===== config.mk =====
export PLATFORM = sky130hd
export DESIGN_NAME = adc_sample_capture
export DESIGN_NICKNAME = d
export VERILOG_FILES = /design/src/rtl/adc_capture_pkg.sv /design/src/rtl/adc_sample_fifo.sv /design/src/rtl/adc_sample_capture.sv
export SDC_FILE = /design/constraint.sdc
export NUM_CORES = 1
export LEC_CHECK = 0
export CORE_AREA = 3 3 88 90
export DETAILED_ROUTE_END_ITERATION = 6
export DIE_AREA = 0 0 91 93
export HOLD_SLACK_MARGIN = 0.12
export PLACE_DENSITY_LB_ADDON = 0.08
export SYNTH_ARGS = -nofsm -noshare
export SYNTH_HDL_FRONTEND = slang
export SYNTH_SLANG_ARGS = --single-unit

===== constraint.sdc =====
create_clock -name clock -period 2.85 [get_ports clock]
set_input_delay 0.57 -clock clock [delete_from_list [all_inputs] [get_ports clock]]
set_output_delay 0.57 -clock clock [all_outputs]
set_load 0.02 [all_outputs]

===== src/rtl/adc_capture_pkg.sv =====
// -----------------------------------------------------------------------------
// adc_capture_pkg
// Shared constants and types for the ADC sample-capture front end.
//   ADC_DATA_W      : native ADC sample width
//   DEF_CLK_DIV     : default adc_clock half-period, in system clock cycles
//   DEF_FIFO_DEPTH  : default number of buffered samples (power of two, >= 2)
//   adc_sample_t    : one raw ADC sample
// -----------------------------------------------------------------------------
package adc_capture_pkg;

  localparam int ADC_DATA_W     = 8;
  localparam int DEF_CLK_DIV    = 4;
  localparam int DEF_FIFO_DEPTH = 8;

  typedef logic [ADC_DATA_W-1:0] adc_sample_t;

endpackage : adc_capture_pkg


===== src/rtl/adc_sample_fifo.sv =====
// -----------------------------------------------------------------------------
// adc_sample_fifo
// First-word-fall-through sample FIFO with drop-on-full.
// A push while full is accepted only if a pop happens on the same edge;
// otherwise the incoming sample is discarded and the contents are unchanged.
//
// Ports:
//   clock      in   system clock
//   reset_n    in   asynchronous active-low reset (pointers and level only)
//   push       in   write push_data this edge (subject to the full rule)
//   push_data  in   sample to write
//   pop        in   remove the head entry this edge (ignored when empty)
//   head       out  head entry, reads 0 when empty
//   full       out  level == DEPTH
//   empty      out  level == 0
//   level      out  current occupancy, 0..DEPTH
// -----------------------------------------------------------------------------
module adc_sample_fifo
  import adc_capture_pkg::*;
#(
  parameter int DEPTH  = DEF_FIFO_DEPTH,
  parameter int DATA_W = ADC_DATA_W
) (
  input  logic                       clock,
  input  logic                       reset_n,
  input  logic                       push,
  input  logic [DATA_W-1:0]          push_data,
  input  logic                       pop,
  output logic [DATA_W-1:0]          head,
  output logic                       full,
  output logic                       empty,
  output logic [$clog2(DEPTH):0]     level
);

  localparam int AW = $clog2(DEPTH);
  localparam int LW = AW + 1;

  logic [DATA_W-1:0] mem [DEPTH];

  logic [AW-1:0] wr_ptr_q, wr_ptr_d;
  logic [AW-1:0] rd_ptr_q, rd_ptr_d;
  logic [LW-1:0] level_q, level_d;
  logic          do_push, do_pop;

  // NOTE: every signal written here gets a default first, so no path leaves
  // it unassigned and no latch is inferred.
  always_comb begin
    empty    = (level_q == '0);
    full     = (level_q == LW'(DEPTH));
    do_pop   = pop & ~empty;
    // A full FIFO still takes a sample when the head leaves on the same edge.
    do_push  = push & (~full | do_pop);

    wr_ptr_d = wr_ptr_q;
    rd_ptr_d = rd_ptr_q;
    level_d  = level_q;

    // Pointers are exactly log2(DEPTH) wide, so they wrap without compare.
    if (do_push) wr_ptr_d = wr_ptr_q + 1'b1;
    if (do_pop)  rd_ptr_d = rd_ptr_q + 1'b1;

    unique case ({do_push, do_pop})
      2'b10:   level_d = level_q + 1'b1;
      2'b01:   level_d = level_q - 1'b1;
      default: level_d = level_q;
    endcase
  end

  // NOTE: state registers use non-blocking assignments so every flop samples
  // the pre-edge values of the others, independent of evaluation order.
  always_ff @(posedge clock or negedge reset_n) begin
    if (!reset_n) begin
      wr_ptr_q <= '0;
      rd_ptr_q <= '0;
      level_q  <= '0;
    end else begin
      wr_ptr_q <= wr_ptr_d;
      rd_ptr_q <= rd_ptr_d;
      level_q  <= level_d;
    end
  end

  // NOTE: storage is deliberately left out of reset; level and pointers
  // define which entries are meaningful, and head is masked while empty.
  always_ff @(posedge clock) begin
    if (do_push) mem[wr_ptr_q] <= push_data;
  end

  assign head  = empty ? '0 : mem[rd_ptr_q];
  assign level = level_q;

endmodule : adc_sample_fifo


===== src/rtl/adc_sample_capture.sv =====
// -----------------------------------------------------------------------------
// adc_sample_capture
// Digital front end of the on-chip ADC: generates adc_clock, captures adc_data
// on each falling adc_clock edge and buffers samples in a FWFT FIFO that is
// drained over a valid/ready stream.
//
// Optional feature: define ADC_CAPTURE_AVG_EN to average each pair of
// consecutive captures into one pushed sample ((a+b)>>1).
//
// Ports:
//   clock           in   system clock (only clock in the block)
//   reset_n         in   asynchronous active-low reset
//   enable          in   runs divider and capture; low parks adc_clock at 0
//   adc_clock       out  registered ADC clock, clock/(2*CLK_DIV), 50 % duty
//   adc_data        in   ADC conversion result
//   out_valid       out  FIFO non-empty
//   out_ready       in   consumer accepts out_bits this edge
//   out_bits        out  head-of-FIFO sample, 0 when empty
//   overflow        out  sticky: a sample was dropped on a full FIFO
//   overflow_clear  in   clears overflow (a same-cycle drop wins)
//   level           out  FIFO occupancy
// -----------------------------------------------------------------------------
module adc_sample_capture
  import adc_capture_pkg::*;
#(
  parameter int CLK_DIV    = DEF_CLK_DIV,
  parameter int FIFO_DEPTH = DEF_FIFO_DEPTH,
  parameter int DATA_W     = ADC_DATA_W
) (
  input  logic                          clock,
  input  logic                          reset_n,
  input  logic                          enable,
  output logic                          adc_clock,
  input  logic [DATA_W-1:0]             adc_data,
  output logic                          out_valid,
  input  logic                          out_ready,
  output logic [DATA_W-1:0]             out_bits,
  output logic                          overflow,
  input  logic                          overflow_clear,
  output logic [$clog2(FIFO_DEPTH):0]   level
);

  // CLK_DIV is at most 255, so an 8-bit counter always suffices.
  localparam logic [7:0] DIV_LAST = 8'(CLK_DIV - 1);

  logic [7:0]        div_cnt_q, div_cnt_d;
  logic              adc_clock_q, adc_clock_d;
  logic              overflow_q, overflow_d;
  logic              div_terminal;
  logic              cap;
  logic              push;
  logic [DATA_W-1:0] push_data;
  logic              pop;
  logic              fifo_full;
  logic              fifo_empty;

  // ---------------------------------------------------------------------------
  // Divider and capture strobe
  // ---------------------------------------------------------------------------
  always_comb begin
    div_terminal = (div_cnt_q == DIV_LAST);
    div_cnt_d    = div_cnt_q;
    adc_clock_d  = adc_clock_q;

    if (!enable) begin
      div_cnt_d   = '0;
      adc_clock_d = 1'b0;
    end else if (div_terminal) begin
      div_cnt_d   = '0;
      adc_clock_d = ~adc_clock_q;
    end else begin
      div_cnt_d   = div_cnt_q + 1'b1;
    end

    // Sample on the edge where adc_clock falls: the ADC updated on the rising
    // edge, so the data has had half an ADC period to settle.
    cap = enable & div_terminal & adc_clock_q;
  end

  always_ff @(posedge clock or negedge reset_n) begin
    if (!reset_n) begin
      div_cnt_q   <= '0;
      adc_clock_q <= 1'b0;
    end else begin
      div_cnt_q   <= div_cnt_d;
      adc_clock_q <= adc_clock_d;
    end
  end

  // ---------------------------------------------------------------------------
  // Push path: raw captures, or averaged pairs when the feature is built in
  // ---------------------------------------------------------------------------
`ifdef ADC_CAPTURE_AVG_EN
  logic              phase_q, phase_d;   // 0: next capture is a, 1: next is b
  logic [DATA_W-1:0] hold_q, hold_d;     // first half of the pair
  logic [DATA_W:0]   pair_sum;

  always_comb begin
    phase_d   = phase_q;
    hold_d    = hold_q;
    push      = 1'b0;
    pair_sum  = {1'b0, hold_q} + {1'b0, adc_data};
    push_data = pair_sum[DATA_W:1];

    if (!enable) begin
      // Dropping enable abandons any half-collected pair.
      phase_d = 1'b0;
    end else if (cap) begin
      if (!phase_q) begin
        hold_d  = adc_data;
        phase_d = 1'b1;
      end else begin
        push    = 1'b1;
        phase_d = 1'b0;
      end
    end
  end

  always_ff @(posedge clock or negedge reset_n) begin
    if (!reset_n) begin
      phase_q <= 1'b0;
      hold_q  <= '0;
    end else begin
      phase_q <= phase_d;
      hold_q  <= hold_d;
    end
  end
`else
  always_comb begin
    push      = cap;
    push_data = adc_data;
  end
`endif

  // ---------------------------------------------------------------------------
  // Sample FIFO and stream interface
  // ---------------------------------------------------------------------------
  assign out_valid = ~fifo_empty;
  assign pop       = out_valid & out_ready;

  adc_sample_fifo #(
    .DEPTH  (FIFO_DEPTH),
    .DATA_W (DATA_W)
  ) u_fifo (
    .clock     (clock),
    .reset_n   (reset_n),
    .push      (push),
    .push_data (push_data),
    .pop       (pop),
    .head      (out_bits),
    .full      (fifo_full),
    .empty     (fifo_empty),
    .level     (level)
  );

  // ---------------------------------------------------------------------------
  // Sticky overflow: a dropped sample sets it, and setting beats clearing.
  // ---------------------------------------------------------------------------
  always_comb begin
    overflow_d = (push & fifo_full & ~pop) | (overflow_q & ~overflow_clear);
  end

  always_ff @(posedge clock or negedge reset_n) begin
    if (!reset_n) overflow_q <= 1'b0;
    else          overflow_q <= overflow_d;
  end

  assign adc_clock = adc_clock_q;
  assign overflow  = overflow_q;

endmodule : adc_sample_capture


==> impl_metrics.toml, run 1 <==
[worst_setup_path]
rrSetupSlack_ns = 0.32
path_cells = "buf_12, mux4_2, mux2i_1, nor2_1, dlygate4sd2_1"
rr_endpoint = "u_fifo.level[3]"
worst_ep_arrival_time_ns = 2.02
crit_family = "multiplexers"
critical_path_required_ns = 2.28
cp-start-kind = "flop"
reg2reg_from = "div_cnt_q[4]"
cpPeakStageDelay_ns = 0.53
startpoint = "u_fifo.rd_ptr_q[0]"
end_kind = "output port"
worst-path-max-fanout = 17
critPathKind = "flop to output port"
crit_buf_inv = 2
slowest_stage = "mux4_2"
path_depth = 5
r2r_cells = 9

[placement]
hpwl_um = 4410
place_inst = 347
numPortBuffers = 27
place.gp.congestion = 0.832

[global_routing]
gr-total-overflow = 0
use_met3 = 0.0338
use_met1 = 0.183
grt_pass1_wl_um = 9980
antenna_found_initial = 0
first_global_vias = 1963
grt_busiest_layer = "met2"
grt_max_degree = 21
grt_use_met2 = 0.281
track_usage = 0.159

[power]
p_leak_uw = 0.00166
power_density_nw_per_um2 = 853
vdd_drop_max_v = 0.000557

[final_layout]
final_cell_mix = "edfxtp_1 (64), buf_4 (24), nor2_1 (21)"
fin_nets = 279
final_layout_size_suffix_gt1_frac = 0.242
antenna-diode-count = 0
instances_no_fill = 364
final_common_cell = "edfxtp_1"
syn2layout_area_growth_pct = 24.3

[floorplan]
num_io_pins = 28
die_width_um = 91
die_y_um = 93
core-area_um2 = 7140
dieArea_um2 = 8460
initial_utilization = 0.491
rows = 31

[clock_tree]
cts-root-buf = "clkbuf_8"
insertion_delay_ns = 0.34
h-tree-depth = 3
clk_pin_slew_ns = 0.08
cts_tree = "done"
cts_buffers = 9
cts_sinks = 84
cts_hold_buf = 0
cts_buffer_depth = 2

[detailed_routing]
first_pass_iters = 4
remaining_drc_errors = 0
ant_nets = 0
vias = 1873
post_drt_wl_per_cell_um = 17.2
avgViaCountPerCell = 5.15
wl_um = 6250
drtIter0Drc = 71

[synthesis]
synth_xor_area_frac = 0.0400
syn_area_um2 = 3500
yosysSeqAreaShare = 0.691
synth-seq-cells = 84
synth_area_leader_cell = "edfxtp_1"
synth_cell_type_count = 34
synth-adder-area-share = 0.0214
yosysTopAreaCellShare = 0.549
synthTopCellsByArea = "edfxtp_1 (55%), dfrtp_1 (14%), mux4_2 (10%)"
synthArstFlopShare = 0.238
synth_compound_area_frac = 0.0143
synth-main-ff-cell = "edfxtp_1"
synth_simple_gate_area_frac = 0.0832
syn_nets = 221
muxShareOfSynthArea = 0.139
avgSynthCellArea_um2 = 17.3
ys_warn_count = 0
synth-edff-count = 64
synth_top_family_by_area = "multiplexers"
synthCells = 202

[timing]
period_share = 0.910
setup_viol_count_final = 0
rsz0062_at_grt = "no"
maxSlewViolCount = 0
relSlewSlack = 0.409
fin_skew_ns = 0.00823
hold_viol = 0
worstMarginPinSlew_ns = 0.883
max_freq_mhz = 386
tns_ns = 0
layout_min_cycle_time_ns = 2.59

[worst_hold_path]
hold_path_class = "flop to flop"
min_to = "div_cnt_q[0]"
min_from = "div_cnt_q[0]"
whs_path_depth = 1

[run_status]
status = "finished, final reports clean"

[run]
drv_cap = 0
[kinds of logic (layout without fill, tap and decap cells)]
family	count (synthesis)	after routing
adders and majority gates	6	6
muxes	28	28
and+or+nand+nor	54	54
buffers and inverters	9	72
AOI/OAI and AO/OA	5	5
DFF	84	84
xor gates and xnor gates	16	16
[where the power goes]
| part | internal (µW) | leakage, µW | switching, µW |
|---|---|---|---|
| sequential | 1380 | 0.000836 | 153 |
| clock | 589 | 0.000122 | 419 |
| combinational | 645 | 0.000704 | 529 |
| total | 2610 | 0.00166 | 1100 |
[cells in the mapped netlist (all sizes together), types with 3 or more instances]
cell type / number
buf: 4
nand3: 5
edfxtp: 64
nand2: 7
mux4: 16
ha: 6
mux2i: 9
mux2: 3
dfrtp: 20
and3: 3
nor3: 3
and2: 3
nor2: 21
xnor2: 8
inv: 3
xor2: 8
[state kept, by name, summed over array words and instances, names as in the netlist]
| register | flops |
|---|---|
| adc_clock | 1 |
| div_cnt_q | 8 |
| overflow | 1 |
| u_fifo.level | 4 |
| u_fifo.mem | 64 |
| u_fifo.rd_ptr_q | 3 |
| u_fifo.wr_ptr_q | 3 |
[metrics by stage]
stage | cell area [µm²] | setup slack (ns) | total power, µW | utilization | hold WS, ns
after floorplan | 3500 | 0.249 | 2290 | - | 0.274
after global placement | 4090 | 0.117 | 2750 | 0.572 | 0.473
after detailed placement | 4090 | 0.0815 | 2780 | 0.572 | 0.476
after CTS | 4330 | 0.00605 | 3780 | 0.607 | 0.487
after global routing | 4360 | 0.134 | 3910 | 0.610 | 0.516
final | 4360 | 0.258 | 3710 | 0.610 | 0.487
[timing repair]
item | 4_1_cts | 5_1_grt
setup buffers | 0 | 1
pin swaps | 0 | 1
hold endpoints to repair | 0 | 0
cloned | 0 | 0
gates resized for setup | 1 | 7
setup endpoints to repair | 1 | 7
[final cells by class]
type | count | area (µm²)
clock inverter | 7 | 123
inverter | 3 | 11.3
tap | 99 | 124
timing repair buffer | 53 | 507
fill | 550 | 2780
clock buffer | 9 | 124
multi-input combinational | 109 | 1040
sequential | 84 | 2420
[routing by layer]
metal	routed length, µm	up-vias
li1	-	889
met1	2560	935
met3	208	11
met5	0	-
met2	3360	38
met4	126	0
[how the worst max path moves through the flow]
stage / end
floorplan: u_fifo.level[2]
global placement: u_fifo.level[2]
detailed placement: u_fifo.level[3]
CTS: out_bits[3]
global route: out_bits[2]
finish: out_bits[2]
(Power assumes the default switching activity.)
==> run 2, diff against run 1 <==
--- a/config.mk
+++ b/config.mk
@@ -6,6 +6,7 @@
 export NUM_CORES = 1
 export LEC_CHECK = 0
 export CORE_AREA = 3 3 88 90
+export CTS_CLUSTER_DIAMETER = 30
 export DETAILED_ROUTE_END_ITERATION = 6
 export DIE_AREA = 0 0 91 93
 export HOLD_SLACK_MARGIN = 0.12
==> results of run 2 <==
Final layout, timing and power as in run 1 (identical DEF).
